File: src/rtl/run_ctrl_pkg.sv
// Shared types and defaults for the CPU run controller.
// The FSM state encoding is visible on the top-level state port.
package run_ctrl_pkg;

    typedef enum logic [1:0] {
        ST_STOPPED = 2'd0,
        ST_RUN     = 2'd1,
        ST_HALTED  = 2'd2
    } run_state_t;

    localparam logic [15:0] DEBOUNCE_DEFAULT = 16'd50000;

endpackage

File: src/rtl/btn_debounce.sv
// Push-button conditioner: 2-FF synchronizer, stability-count debouncer
// and a registered rising-edge pulse of the accepted level.
module btn_debounce
    import run_ctrl_pkg::*;
#(
    parameter logic [15:0] DEBOUNCE_CYCLES = DEBOUNCE_DEFAULT
) (
    input  logic clk,
    input  logic rst,
    input  logic btn_in,
    output logic level,
    output logic rise_pulse
);

    localparam logic [15:0] LAST_SAMPLE = DEBOUNCE_CYCLES - 16'd1;

    logic        sync1;
    logic        sync2;
    logic        level_prev;
    logic [15:0] stable_cnt;

    // The level flips on the DEBOUNCE_CYCLES-th consecutive differing sample;
    // any sample equal to the current level restarts the count.
    always_ff @(posedge clk or posedge rst) begin
        if (rst) begin
            sync1      <= 1'b0;
            sync2      <= 1'b0;
            level      <= 1'b0;
            level_prev <= 1'b0;
            rise_pulse <= 1'b0;
            stable_cnt <= '0;
        end else begin
            sync1      <= btn_in;
            sync2      <= sync1;
            level_prev <= level;
            rise_pulse <= level & ~level_prev;
            if (sync2 != level) begin
                if (stable_cnt == LAST_SAMPLE) begin
                    level      <= sync2;
                    stable_cnt <= '0;
                end else begin
                    stable_cnt <= stable_cnt + 16'd1;
                end
            end else begin
                stable_cnt <= '0;
            end
        end
    end

endmodule

File: src/rtl/cpu_run_ctrl.sv
// CPU run controller: issues a registered one-cycle clock enable in
// free-run, single-step or halted mode and counts the enables issued.
module cpu_run_ctrl
    import run_ctrl_pkg::*;
#(
    parameter int unsigned DIV_WIDTH       = 8,
    parameter logic [15:0] DEBOUNCE_CYCLES = DEBOUNCE_DEFAULT,
    parameter int unsigned CNT_WIDTH       = 32
) (
    input  logic                 clk,
    input  logic                 rst,
    input  logic                 run_en,
    input  logic                 step_btn,
    input  logic [DIV_WIDTH-1:0] div_sel,
    input  logic                 halt,
    output logic                 cpu_ce,
    output logic [1:0]           state,
    output logic [CNT_WIDTH-1:0] cycle_count
);

    run_state_t           state_q, state_d;
    logic [DIV_WIDTH-1:0] div_q, div_d;
    logic                 ce_d;
    logic                 run_s1, run_s2;
    logic                 btn_level;
    logic                 step_pulse;

    btn_debounce #(
        .DEBOUNCE_CYCLES (DEBOUNCE_CYCLES)
    ) u_step_debounce (
        .clk        (clk),
        .rst        (rst),
        .btn_in     (step_btn),
        .level      (btn_level),
        .rise_pulse (step_pulse)
    );

    always_ff @(posedge clk or posedge rst) begin
        if (rst) begin
            run_s1      <= 1'b0;
            run_s2      <= 1'b0;
            state_q     <= ST_STOPPED;
            div_q       <= '0;
            cpu_ce      <= 1'b0;
            cycle_count <= '0;
        end else begin
            run_s1  <= run_en;
            run_s2  <= run_s1;
            state_q <= state_d;
            div_q   <= div_d;
            cpu_ce  <= ce_d;
            if (cpu_ce && (cycle_count != '1))
                cycle_count <= cycle_count + CNT_WIDTH'(1);
        end
    end

    always_comb begin
        state_d = state_q;
        div_d   = div_q;
        ce_d    = 1'b0;
        unique case (state_q)
            ST_STOPPED: begin
                div_d = '0;
                if (halt)
                    state_d = ST_HALTED;
                else if (run_s2)
                    state_d = ST_RUN;
                else if (step_pulse && btn_level)
                    ce_d = 1'b1;
            end
            ST_RUN: begin
                // >= lets a lowered div_sel wrap at once instead of counting past it
                if (halt) begin
                    state_d = ST_HALTED;
                    div_d   = '0;
                end else if (!run_s2) begin
                    state_d = ST_STOPPED;
                    div_d   = '0;
                end else if (div_q >= div_sel) begin
                    div_d = '0;
                    ce_d  = 1'b1;
                end else begin
                    div_d = div_q + DIV_WIDTH'(1);
                end
            end
            ST_HALTED: begin
                div_d = '0;
            end
            default: begin
                state_d = ST_STOPPED;
                div_d   = '0;
            end
        endcase
    end

    assign state = state_q;

endmodule

File: config.mk
export PLATFORM = sky130hd
export DESIGN_NAME = cpu_run_ctrl
export DESIGN_NICKNAME = d
export VERILOG_FILES = /design/src/rtl/run_ctrl_pkg.sv /design/src/rtl/btn_debounce.sv /design/src/rtl/cpu_run_ctrl.sv
export SDC_FILE = /design/constraint.sdc
export NUM_CORES = 1
export LEC_CHECK = 0
export ABC_AREA = 1
export BUFFER_PORTS_ARGS = -buffer_cell sky130_fd_sc_hd__buf_2
export CORE_ASPECT_RATIO = 1.75
export CORE_MARGIN = 8
export CORE_UTILIZATION = 40
export CTS_CLUSTER_SIZE = 30
export DETAILED_ROUTE_END_ITERATION = 8
export PLACE_DENSITY = 0.58
export SYNTH_ARGS = -nofsm -noshare
export SYNTH_HDL_FRONTEND = slang
export SYNTH_SLANG_ARGS = --single-unit
File: constraint.sdc
create_clock -name clk -period 3.2 [get_ports clk]
set_clock_uncertainty 0.1 [all_clocks]
set_input_delay 0.64 -clock clk [delete_from_list [all_inputs] [get_ports clk]]
set_output_delay 0.64 -clock clk [all_outputs]
set_load 0.03 [all_outputs]
==> results of run 1 <==
sequential cells by signal, indices dropped and copies added, names as in the netlist:
register	flops
cpu_ce	1
cycle_count	32
div_q	8
run_s1	1
run_s2	1
state	2
u_step_debounce.level	1
u_step_debounce.level_prev	1
u_step_debounce.rise_pulse	1
u_step_debounce.stable_cnt	16
u_step_debounce.sync1	1
u_step_debounce.sync2	1
worst max path at each step:
| stage | startpoint | to | depth (start not counted) |
|---|---|---|---|
| detailed placement | div_sel[5] | div_q[5] | 8 |
| global route | cycle_count[1] | cycle_count[11] | 10 |
| floorplan | rst | cpu_ce | 1 |
| finish | cycle_count[1] | cycle_count[19] | 10 |
| CTS | cycle_count[1] | cycle_count[27] | 10 |
| global placement | div_sel[5] | div_q[6] | 8 |
where the power goes:
group | switching [mW] | internal, mW
combinational | 0.0303 | 0.0141
clock | 0.360 | 0.518
sequential | 0.00332 | 0.841
critical path, stage by stage (launching register included):
cell and delay [ns]:
dfrtp_1 0.41, ha_1 0.34, nand3_2 0.15, inv_2 0.09
nand2_4 0.07, nor2_4 0.14, nand2_4 0.09, nand2_8 0.19
inv_6 0.14, nand2_1 0.10, nand2_1 0.05
stage by stage:
step                cells  setup WS (ns)
floorplan             561         0.8052
global placement      729          1.178
detailed placement    729          1.103
CTS                   744          1.179
global route          744          1.054
finish                744          1.202
cell usage in the layout (no fill, tap or decap), types with 2 or more instances in the layout:
cell	netlist	routed
nand3b_1	2	2
nand2_4	2	2
nor2_4	3	3
ha_1	11	11
a21oi_1	6	6
nor3_1	9	9
xor2_1	19	19
nor2_1	88	88
inv_2	1	2
xnor2_1	8	8
clkbuf_16	0	9
buf_2	0	47
nand4_1	8	8
buf_4	0	2
nand3_1	28	28
inv_1	63	62
nor2_2	4	4
nand2_1	223	223
dfrtp_1	66	66
clkbuf_1	1	3
o21ai_0	8	8
and3_1	2	2
clkinv_2	0	2
kinds of logic after synthesis:
family,share of synthesized area [%]
AND/OR/NAND/NOR,39.16
buffers and inverters,7.819
flip-flops,41.79
XOR/XNOR,5.983
AO/OA/AOI/OAI,1.773
adder cells (fa/ha/maj),3.482
area by class of cell:
cell class                      instances  share of cell area, %
Multi-Input combinational cell        424                  43.75
Sequential cell                        66                  36.27
Timing Repair Buffer                   49                  5.496
Inverter                               65                  5.469
Clock buffer                           12                  5.194
Tap cell                              125                  3.435
Clock inverter                          3                 0.3847
layer usage:
layer / up-vias / part of all wire, % / GRT usage [%]
met5: - / 0 / 0
met1: 1658 / 37 / 15.42
met3: 25 / 5.1 / 5.028
met2: 68 / 53 / 29.39
met4: 0 / 4.2 / 9.563
li1: 1822 / - / -
==> metrics.txt, run 1 <==
Clk pin slew, worst setup/hold paths 0.05 ns; Via Count 3573; Reg area 1652 µm²; RSZ-0062 raised after global routing false; Root Driver clkbuf_16; pwr dens 387.8 nW/µm²; ANT nets after route 0; post-CTS setup buffer count 0; IO Count 48; worst skew pair latency 0.34 ns; Total Die Area 13440 µm²; first-pass GRT wire length 17290 µm; setup tns final 0 ns; Area growth syn-to-layout 15.19%; Tot Pwr 1.766 mW; Pleak 2.280 nW; Port Buffers 47; Hold Startpoint u_step_debounce.sync1; diode count 0; nets@finish 639; r2r endpoint cycle_count[19]; #FFs+latches synth 66; Max VDD drop 0.0002672 V; max-cap violations 0; Post-Syn Area 3953 µm²; drt drc 0; chip height 147.5 µm; number of synthesized flops with an enable pin 0; Arr. time, crit path 2.12 ns; total congestion overflow 0; area of the multi-input gates 1992 µm²; fin util 46.80%; Reg2Reg Depth 10; Slew Limit Fails 0; post-layout min period 1.998 ns; CTS H-tree depth 3; Max FO, Critical Path 33; Post-synth top cells 223 x nand2_1, 88 x nor2_1, 66 x dfrtp_1; Syn Area/Cell 7.046 µm²; dpl cell area 4299 µm²; post-synth cell types 24; Post-Synthesis Cells 561; cts bufs inserted 9; ys async rst share 100.0%; Worst Max-Slew Pin Slew 0.7343 ns; gr usage total 16.15%; post-synth net total 585; Final HPWL DP 7812 µm; Reg2Reg Setup Slack 1.20 ns; Worst Setup Start Kind flip-flop; Hold Path Stages 0; initial antenna violation count 0; sequential cell area fraction in the yosys report 41.79%; DR iter-0 viols 123; status completed; RD Place Congestion 0.9186; Crit. End Element flip-flop; top-area cell type share of the netlist area 41.79%; Row Count 48; fraction of layout cells with a size suffix above 1 12.28%; Hold Vio Cnt, Final 0; max frequency 500.5 MHz; TritonCTS clock tree built; Longest Clk Path Bufs 2; Final period util 62.44%; Endpoint, Worst Hold u_step_debounce.sync2; slew margin rel. 50.98%; final WL 10230 µm; Core ar. 9729 µm²; largest net degree at the start of global routing 36; Finished Cell Area 4553 µm²; drt pass-1 iters 4; CTS Hold Bufs 0; Die W 91.15 µm; WS Path Type flip-flop to flip-flop; synth top area cells dfrtp_1 42%, nand2_1 21%, nor2_1 8.4%, inv_1 6.0%, xor2_1 4.2%; Hold/Removal Path Class flip-flop to flip-flop; clock sink count 66; drt wl/cell 13.76 µm; Most used DFF post-synth dfrtp_1; most common cell in the netlist nand2_1; yosys warns 0; initial core utilization 40.63%; Worst Hold Margin 0.2454 ns; final setup fails 0; fill cell count 1028; Reg2Reg Launch Point cycle_count[1]; Req. time, crit path 3.32 ns; vias in the first global route 3615; Post-CTS Resized 0; Via density 4.802; Synth area leader dfrtp_1
Power figures use the tool's default switching activity.
==> run 2: changes to the inputs <==
--- a/config.mk
+++ b/config.mk
@@ -5,14 +5,14 @@
 export SDC_FILE = /design/constraint.sdc
 export NUM_CORES = 1
 export LEC_CHECK = 0
-export ABC_AREA = 1
+export ABC_AREA = 0
 export BUFFER_PORTS_ARGS = -buffer_cell sky130_fd_sc_hd__buf_2
 export CORE_ASPECT_RATIO = 1.75
 export CORE_MARGIN = 8
 export CORE_UTILIZATION = 40
 export CTS_CLUSTER_SIZE = 30
 export DETAILED_ROUTE_END_ITERATION = 8
-export PLACE_DENSITY = 0.58
+export PLACE_DENSITY = 0.62
 export SYNTH_ARGS = -nofsm -noshare
 export SYNTH_HDL_FRONTEND = slang
 export SYNTH_SLANG_ARGS = --single-unit
==> constraint.sdc (replaced) <==
create_clock -name clk -period 1.7 [get_ports clk]
set_clock_uncertainty 0.1 [all_clocks]
set_input_delay 0.34 -clock clk [delete_from_list [all_inputs] [get_ports clk]]
set_output_delay 0.34 -clock clk [all_outputs]
set_load 0.03 [all_outputs]
==> run 2 against run 1 <==
The flow now finishes with violations (negative hold slack, negative setup slack). Wire length down 22%. Critical path depth decreased by 5. Sequential share of layout area down 2.3 points. Synthesized area shrank 20%. Sequential power rose by 88%. Die area shrank 17%. Clock power is 96% higher. Flip-flop and latch count is the same. Register-to-register slack lost 1.4 ns. First-iteration DRC count shrank 28%. Core utilization up 17 points. Highest routed layer unchanged.
==> metrics.txt, run 2 <==
Hold/Removal Path Class input port to async pin; Internal Power 2.686 mW (+96%); routing usage on met3 4.218% (-0.81 points); Final period util 109.6% (+47 points); nets@finish 470 (-26%); slew margin rel. 44.70% (-6.3 points); Req. time, crit path 1.81 ns (-1.51 ns); Arr. time, crit path 1.97 ns (-0.15 ns); Hold Vio Cnt, Final 2 (+2); largest net degree at the start of global routing 67 (+86%); drt pass-1 iters 4 (unchanged); Reg2Reg Depth 5 (-5); most common cell in the netlist dfrtp_1; Sw Ratio 21.61% (-0.65 points); Clk pin slew, worst setup/hold paths 0.06 ns (about the same); RD Place Congestion 0.7708 (-16%); post-synth cell types 38 (+58%); final setup fails 51 (+51); TritonCTS clock tree built; Total Die Area 11110 µm² (-17%); Worst Hold Margin -0.005312 ns (-0.2507 ns); WS Path Type flip-flop to flip-flop; synth top area cells dfrtp_1 52%, xnor2_1 7.5%, xor2_1 6.1%, nor2_1 4.5%, ha_1 4.4%; Pleak 2.430 nW (+6.6%); #FFs+latches synth 66 (unchanged); status finished, violations left; Clock Power Share 50.3% (+0.6 points); Flop pwr share 46.4% (-1.4 points); final WL 7965 µm (-22%); Largest register FFs 32 (unchanged); drt drc 0 (unchanged); initial core utilization 40.50% (-0.13 points); Worst Max-Slew Pin Slew 0.8266 ns (+0.09234 ns); Finished Cell Area 4955 µm² (+8.8%); ys async rst share 100.0% (unchanged); Longest Clk Path Bufs 2 (unchanged); Most used DFF post-synth dfrtp_1; fraction of layout cells with a size suffix above 1 54.10% (+42 points); Via density 5.013 (+4.4%); number of synthesized flops with an enable pin 0 (unchanged); fill cell count 615 (-40%); initial antenna violation count 0 (unchanged); worst skew pair latency 0.33 ns (about the same); Psw 0.7407 mW (+88%); IO Count 48 (unchanged); post-layout min period 1.864 ns (-0.1342 ns); sequential cell area fraction in the yosys report 52.28% (+10 points); Synth area leader dfrtp_1; met1 usage 13.40% (-2.0 points); DR iter-0 viols 88 (-28%); cts bufs inserted 9 (unchanged); most common cell after layout, fill and taps aside buf_4; Post-synth top cells 66 x dfrtp_1, 38 x nor2_1, 27 x xnor2_1; gr usage total 14.26% (-1.9 points); ANT nets after route 0 (unchanged); RSZ-0062 raised after global routing true; Logic pwr share 3.3% (+0.8 points); largest reg by FF count cycle_count; Via Count 2712 (-24%); max-cap violations 0 (unchanged); busiest layer in global routing met2; drt wl/cell 14.72 µm (+7.0%); Root Driver clkbuf_16; vias in the first global route 2853 (-21%); yosys warns 0 (unchanged); GR Util met2 26.96% (-2.4 points); violated checks negative hold slack, negative setup slack; Row Count 43 (-10%); Reg area 1683 µm² (+1.9%); Slew Limit Fails 0 (unchanged); clock sink count 66 (unchanged); fin util 63.51% (+17 points); Post-Syn Area 3159 µm² (-20%); chip height 133.6 µm (-9.4%); Port Buffers 47 (unchanged); CTS Hold Bufs 0 (unchanged); Syn Area/Cell 10.67 µm² (+51%); Core ar. 7801 µm² (-20%); Post-Synthesis Cells 296 (-47%); Die W 83.18 µm (-8.7%); CTS H-tree depth 3 (unchanged); diode count 0 (unchanged); top-area cell type share of the netlist area 52.28% (+10 points); post-route setup slack -0.1637 ns (-1.366 ns); first-pass GRT wire length 12930 µm (-25%); Area growth syn-to-layout 56.83%; Max FO, Critical Path 5 (-85%); Crit. End Element flip-flop; Final HPWL DP 5462 µm (-30%); total congestion overflow 0 (unchanged); dpl cell area 4205 µm² (-2.2%); pwr dens 691.6 nW/µm² (+78%); Top Registers cycle_count x32, u_step_debounce.stable_cnt x16, div_q x8; max frequency 536.6 MHz (+7.2%); area of the multi-input gates 1819 µm² (-8.7%); Max VDD drop 0.0007245 V (+170%); Worst Setup Start Kind flip-flop; post-synth net total 320 (-45%); most frequent cells in the layout 81 x buf_4, 47 x buf_2, 41 x dfrtp_1, 25 x nor2_1, 25 x dfrtp_2
[run 2: kinds of logic (layout without fill, tap and decap cells)]
logic type	after synthesis	count (layout)	synth area share, %
flip-flops	66	66	52.28
AO/OA/AOI/OAI	18	18	4.515
buffers and inverters	20	174	2.455
AND/OR/NAND/NOR	129	130	21.78
adder cells (fa/ha/maj)	11	11	4.356
XOR/XNOR	49	49	13.58
multiplexers	3	3	1.030
[run 2: critical path: stages (launching register included)]
cell	delay, ns
dfrtp_2	0.36
nand4_1	0.24
or3_4	0.49
a211oi_4	0.27
nand3_1	0.14
xnor2_1	0.14
[run 2: metal layers]
layer  routed length, µm  part of all wire (%)
met1                2903                    36
met4                 219                   2.7
met2                4567                    57
met5                   0                     0
met3                 274                   3.4
[run 2: final cells by class]
type,count,area share [%]
multi-input combinational,211,36.72
sequential,66,33.96
timing repair buffer,140,19.92
clock buffer,11,5.101
tap,90,2.273
inverter,18,1.439
clock inverter,5,0.5808
[run 2: path summary, 6_finish.rpt]
path / slack [ns] / start / endpoint
setup / recovery: -0.16 / cycle_count[5] / cycle_count[14]
hold / removal: -0.005 / rst / cycle_count[5]
setup reg to reg: -0.16 / cycle_count[5] / cycle_count[14]
hold reg to reg: 0.25 / u_step_debounce.sync1 / u_step_debounce.sync2
max in group asynchronous: 1.19 / rst / cycle_count[14]
min in group clk: 0.02 / step_btn / u_step_debounce.sync1
[run 2: repair_timing]
item                                    4_1_cts  5_1_grt
resized for setup                            32       43
buffers inserted                              5        8
endpoints found under the setup margin       54       56
cloned                                        1        1
pin swaps                                    23       35
[run 2: per-stage QoR]
stage | setup slack [ns] | setup TNS (ns) | instances | power, mW
4_1_cts | -0.1537 | -3.026 | 532 | 3.463
6_report | -0.1637 | -4.840 | 541 | 3.427
3_3_place_gp | -0.1944 | -4.525 | 510 | 1.710
5_1_grt | -0.2789 | -9.691 | 541 | 3.541
2_1_floorplan | -0.3102 | -6.112 | 296 | 1.668
3_5_place_dp | -0.2505 | -6.474 | 510 | 1.715
[run 2: power by group through the flow]
stage | Clock [mW] | Sequential [mW] | Combinational, mW
floorplan | 0 | 1.62 | 0.0520
global placement | 0 | 1.62 | 0.0941
detailed placement | 0 | 1.62 | 0.0985
CTS | 1.76 | 1.59 | 0.115
global route | 1.82 | 1.59 | 0.132
finish | 1.72 | 1.59 | 0.115
